<file path="config.mk">
export PLATFORM = sky130hd
export DESIGN_NAME = bk_adder_arbiter
export DESIGN_NICKNAME = d
export VERILOG_FILES = /design/src/rtl/bk_adder_arbiter.sv
export SDC_FILE = /design/constraint.sdc
export NUM_CORES = 1
export LEC_CHECK = 0
export BUFFER_PORTS_ARGS = -buffer_cell sky130_fd_sc_hd__buf_2
export CAP_MARGIN = 20
export CELL_PAD_IN_SITES_DETAIL_PLACEMENT = 0
export CELL_PAD_IN_SITES_GLOBAL_PLACEMENT = 1
export CORE_MARGIN = 2
export CORE_UTILIZATION = 33
export DETAILED_ROUTE_END_ITERATION = 8
export GPL_TIMING_DRIVEN = 0
export PLACE_DENSITY = 0.83
export SYNTH_ARGS = -nofsm -noshare
export SYNTH_HDL_FRONTEND = slang
export SYNTH_SLANG_ARGS = --single-unit
</file>
<file path="constraint.sdc">
create_clock -name clk -period 4 [get_ports clk]
set_clock_uncertainty 0.15 [all_clocks]
set_input_delay 0.6 -clock clk [delete_from_list [all_inputs] [get_ports clk]]
set_output_delay 0.6 -clock clk [all_outputs]
set_load 0.01 [all_outputs]
</file>
<file path="src/rtl/bk_adder_arbiter.sv">
// Round-robin front end that time-shares one external W-bit adder among N_REQ requesters.
// Operands and result are registered around the adder; one tagged response channel with backpressure.
module bk_adder_arbiter #(
  parameter int N_REQ = 4,
  parameter int W     = 12,
  parameter int IDW   = 2,
  parameter int CNTW  = 16
) (
  input  logic               clk,
  input  logic               rst,
  input  logic [N_REQ-1:0]   req_valid,
  input  logic [N_REQ*W-1:0] req_a,
  input  logic [N_REQ*W-1:0] req_b,
  output logic [N_REQ-1:0]   req_ready,
  output logic [W-1:0]       add_a,
  output logic [W-1:0]       add_b,
  input  logic [W:0]         add_sum,
  output logic               resp_valid,
  output logic [IDW-1:0]     resp_id,
  output logic [W:0]         resp_sum,
  input  logic               resp_ready,
  output logic               busy,
  output logic [CNTW-1:0]    done_cnt
);

  typedef enum logic [1:0] {S_IDLE, S_EXEC, S_RESP} state_t;

  state_t                   r_state, w_next;
  logic [N_REQ-1:0][W-1:0]  w_a, w_b;
  logic [W-1:0]             w_sel_a, w_sel_b;
  logic [IDW-1:0]           r_rr_ptr, r_cur_id, r_resp_id, w_gnt_id;
  logic [W-1:0]             r_add_a, r_add_b;
  logic [W:0]               r_resp_sum;
  logic [CNTW-1:0]          r_done_cnt;
  logic                     w_found, w_win, w_hs;
  logic [N_REQ-1:0]         w_rdy;

  for (genvar i = 0; i < N_REQ; i++) begin : g_unpack
    assign w_a[i] = req_a[i*W +: W];
    assign w_b[i] = req_b[i*W +: W];
  end

  // Scan rr_ptr+1, rr_ptr+2, ... (mod N_REQ); first valid requester wins.
  always_comb begin : p_arb
    int               idx;
    logic [N_REQ-1:0] sh;
    w_found  = 1'b0;
    w_gnt_id = '0;
    idx      = 0;
    sh       = '0;
    for (int k = 1; k <= N_REQ; k++) begin
      idx = int'(r_rr_ptr) + k;
      if (idx >= N_REQ) idx = idx - N_REQ;
      sh = req_valid >> idx;
      if (!w_found && sh[0]) begin
        w_found  = 1'b1;
        w_gnt_id = IDW'(idx);
      end
    end
  end

  always_comb begin
    w_sel_a = '0;
    w_sel_b = '0;
    for (int i = 0; i < N_REQ; i++) begin
      if (w_rdy[i]) begin
        w_sel_a = w_sel_a | w_a[i];
        w_sel_b = w_sel_b | w_b[i];
      end
    end
  end

  // State register
  always_ff @(posedge clk) begin
    if (rst) r_state <= S_IDLE;
    else     r_state <= w_next;
  end

  // Next-state logic
  always_comb begin
    w_next = r_state;
    case (r_state)
      S_IDLE:  if (w_hs) w_next = S_EXEC;
      S_EXEC:  w_next = S_RESP;
      S_RESP:  if (resp_ready) w_next = w_hs ? S_EXEC : S_IDLE;
      default: w_next = S_IDLE;
    endcase
  end

  // Outputs; the grant window is gated by rst so nothing is accepted during reset.
  always_comb begin
    busy       = (r_state != S_IDLE);
    resp_valid = (r_state == S_RESP);
    w_win      = !rst && ((r_state == S_IDLE) || ((r_state == S_RESP) && resp_ready));
    w_hs       = w_win && w_found;
    w_rdy      = w_hs ? (N_REQ'(1) << w_gnt_id) : '0;
    req_ready  = w_rdy;
  end

  always_ff @(posedge clk) begin
    if (rst) begin
      r_add_a    <= '0;
      r_add_b    <= '0;
      r_cur_id   <= '0;
      r_rr_ptr   <= IDW'(N_REQ - 1);
      r_resp_sum <= '0;
      r_resp_id  <= '0;
      r_done_cnt <= '0;
    end else begin
      if (w_hs) begin
        r_add_a  <= w_sel_a;
        r_add_b  <= w_sel_b;
        r_cur_id <= w_gnt_id;
        r_rr_ptr <= w_gnt_id;
      end
      if (r_state == S_EXEC) begin
        r_resp_sum <= add_sum;
        r_resp_id  <= r_cur_id;
      end
      if ((r_state == S_RESP) && resp_ready)
        r_done_cnt <= r_done_cnt + CNTW'(1);
    end
  end

  assign add_a    = r_add_a;
  assign add_b    = r_add_b;
  assign resp_sum = r_resp_sum;
  assign resp_id  = r_resp_id;
  assign done_cnt = r_done_cnt;

endmodule

</file>
==> key figures <==
Routing
  – Initial drt markers: 440
  – WL/cell: 18.3 µm
  – Final wirelength: 14300 µm
  – Via density: 5.84
  – Vias: 4557
  – DR pass1 iterations: 5
  – # DRC: 0
  – Final ANT Viol Nets: 0

GRT
  – Global Route Usage Sum: 0.225
  – Via count of the first global-routing pass: 4449
  – Initial antenna violation count: 0
  – Global-route wire length before repair: 22700 µm
  – Grt total ovfl: 0
  – Largest net degree at the start of global routing: 20

Place
  – Placed instance count: 761
  – Gpl congestion: 0.853
  – Dpl cell area: 0.00487 mm²
  – DP HPWL: 10700 µm
  – Number of port buffers: 175

Timing
  – Final setup vio count: 0
  – Max Clk Rate: 258 MHz
  – Max-slew headroom: 0.597
  – Fin. max-slew vios: 0
  – Fin crit share: 0.970
  – Slew @ Worst Pin: 0.605 ns
  – Final hold viol count: 0
  – Setup TNS: 0 ns
  – Min cycle time layout: 3.88 ns

Synthesis
  – Mapped Cells: 443
  – Synth Area in XOR/XNOR: 0.0298
  – Synth area leaders: dfxtp_1 (32%), a221oi_1 (17%), nand2_1 (6.5%)
  – Warnings from Yosys: 0
  – Main combinational cell family by area after synthesis: compound AO/OA/AOI/OAI gates
  – Post-synthesis sequential area ratio: 0.320
  – Complex-gate fraction of the synthesized area: 0.397
  – Synthesized area: 0.00382 mm²
  – Synth Area in Adders: 0.0197
  – Post-Syn Area per Cell: 8.62 µm²
  – Synth unique cells: 51
  – Simple-gate portion of the synthesized area: 0.144
  – Post-synth top area share: 0.320
  – Multiplexer area fraction after synthesis: 0.0292
  – Largest area contributor in the synthesized netlist: dfxtp_1
  – Syn Nets: 565
  – Yosys reg bits: 61

Power
  – Combinational power share: 0.621
  – Flop pwr share: 0.188
  – Sw Pwr: 2.15 mW
  – Power share of the clock group: 0.191
  – Maximum vdd drop: 0.000464 V
  – Sw frac: 0.473
  – Cell Int Power: 2.39 mW
  – Pwr per Cell Area: 860 mW/mm²
  – Leak: 2.29 nW

Final layout
  – Nets: 754
  – Area grow syn2layout: 38.2%
  – Ant. Diodes: 0
  – Post-Layout Cell Count: 780
  – Most frequent cells in the layout: buf_2 (181), a221oi_1 (72), nand2_1 (66), dfxtp_1 (61), clkbuf_1 (32)
  – Share of layout cells above drive strength 1: 0.363
  – Post-route cell area: 0.00528 mm²
  – Leading cell type in the layout, fill and taps excluded: buf_2
  – Filler cell count: 1118

Floorplanning
  – Die Area: 0.0124 mm²
  – DIE HEIGHT: 112 µm
  – Io pins: 177
  – Die X: 112 µm
  – Core area: 0.0114 mm²
  – Core Rows: 39
  – Initial Utilization: 0.336

Clock tree
  – Clk_lat worst skew: 0.32 ns
  – CTS sink cnt: 61
  – H-Tree Depth: 3
  – Clock slew at reported path FFs: 0.06 ns
  – Hold_buf cts: 0
  – Num CTS Buffers: 9
  – Max Buffers Root-to-Sink: 2
  – CTS tree: done
  – CTS root buf: clkbuf_16

Critical path
  – Crit-path max FO: 19
  – CP Launch Type: flop
  – Worst setup path startpoint: r_rr_ptr[0]
  – R2R Path Start: r_rr_ptr[0]
  – WP data arrival: 3.13 ns
  – CP endpoint kind: output port
  – Critical Path RT: 3.25 ns
  – Worst Path Class, Setup: flop to output port

Status
  – Status: complete, no violations

Min path
  – Worst hold path startpoint: resp_sum[8]
  – Worst Hold Class: flop to flop

Run
  – Max-cap violation count: 0
## Yosys cell counts, drive strengths merged
master,instances
a221oi,72
nand2,68
dfxtp,61
clkbuf,34
a211o,24
a21oi,24
a22oi,24
o311ai,24
nor2,19
buf,13
xor2,9
nand3,8
and3,6
ha,6
mux2i,5
inv,4
nor2b,4
o21ai,4
xnor2,4
a21o,3
or3,3
and4,2
mux2,2
nand2b,2
o211ai,2
o31ai,2
or2,2
a211oi,1
a21bo,1
clkinv,1
mux4,1
nand3b,1
nand4,1
nor3,1
o221ai,1
o22a,1
o22ai,1
o32ai,1
or4,1
## state kept, by name, indices dropped and copies added (netlist names)
register  flops
add_a        12
add_b        12
done_cnt     16
r_cur_id      2
r_rr_ptr      2
r_state       2
resp_id       2
resp_sum     13
## logic make-up after synthesis
group / count (synthesis)
AOI/OAI and AO/OA: 185
and+or+nand+nor: 118
DFF: 61
buffers and inverters: 52
xor gates and xnor gates: 13
muxes: 8
adders and majority gates: 6
## through the flow
| stage | utilization | worst slack (ns) | power [mW] | hold WS (ns) |
|---|---|---|---|---|
| final | 0.464 | 0.119 | 4.54 | 0.301 |
| after global routing | 0.464 | -0.00165 | 4.84 | 0.314 |
| after detailed placement | 0.429 | -0.624 | 3.52 | 0.296 |
| after CTS | 0.463 | 0.0129 | 4.53 | 0.303 |
| after global placement | 0.429 | -0.544 | 3.46 | 0.288 |
| after floorplan | - | 0.275 | 2.71 | 0.273 |
## power by group through the flow
| stage | Clock [mW] | Combinational, mW | Sequential [mW] |
|---|---|---|---|
| 2_1_floorplan | 0 | 1.81 | 0.905 |
| 3_3_place_gp | 0 | 2.59 | 0.864 |
| 3_5_place_dp | 0 | 2.66 | 0.867 |
| 4_1_cts | 0.883 | 2.79 | 0.855 |
| 5_1_grt | 0.906 | 3.06 | 0.873 |
| 6_report | 0.865 | 2.82 | 0.855 |
## metal layers
layer | track usage | share of wire
met5 | 0 | 0
met2 | 0.369 | 0.46
met4 | 0.0905 | 0.022
met3 | 0.0550 | 0.083
met1 | 0.284 | 0.43
## worst paths after layout
kind | slack, ns | cells past startpoint | end
max | 0.12 | 13 | req_ready[0]
min | 0.30 | 2 | resp_sum[8]
max reg2reg | 0.45 | 13 | add_b[10]
min reg2reg | 0.30 | 2 | resp_sum[8]
## worst max-delay path, cell delays in order, from the launching register on
cell and delay (ns):
dfxtp_1 0.41, buf_6 0.16, clkinv_4 0.09, clkbuf_8 0.18, ha_1 0.29, clkbuf_2 0.17
mux2i_2 0.18, o22a_2 0.29, o211ai_4 0.26, buf_12 0.20, mux2_2 0.17, nand2_1 0.10
a21oi_1 0.15, buf_2 0.14
## cell type report
cell class	instances	area [µm²]	area share
multi-input combinational	330	2380	0.451
sequential	61	1220	0.231
timing repair buffer	180	913	0.173
clock buffer	10	239	0.0453
buffer	45	234	0.0443
tap	143	179	0.0339
clock inverter	6	86.3	0.0164
inverter	5	23.8	0.00450
## repair_timing
action / in CTS / in global routing
endpoints found under the setup margin: 6 / 4
setup buffers: 3 / 2
resized for setup: 14 / 0
pin swaps: 3 / 1
Note: power is estimated with default switching activity, not from simulation.
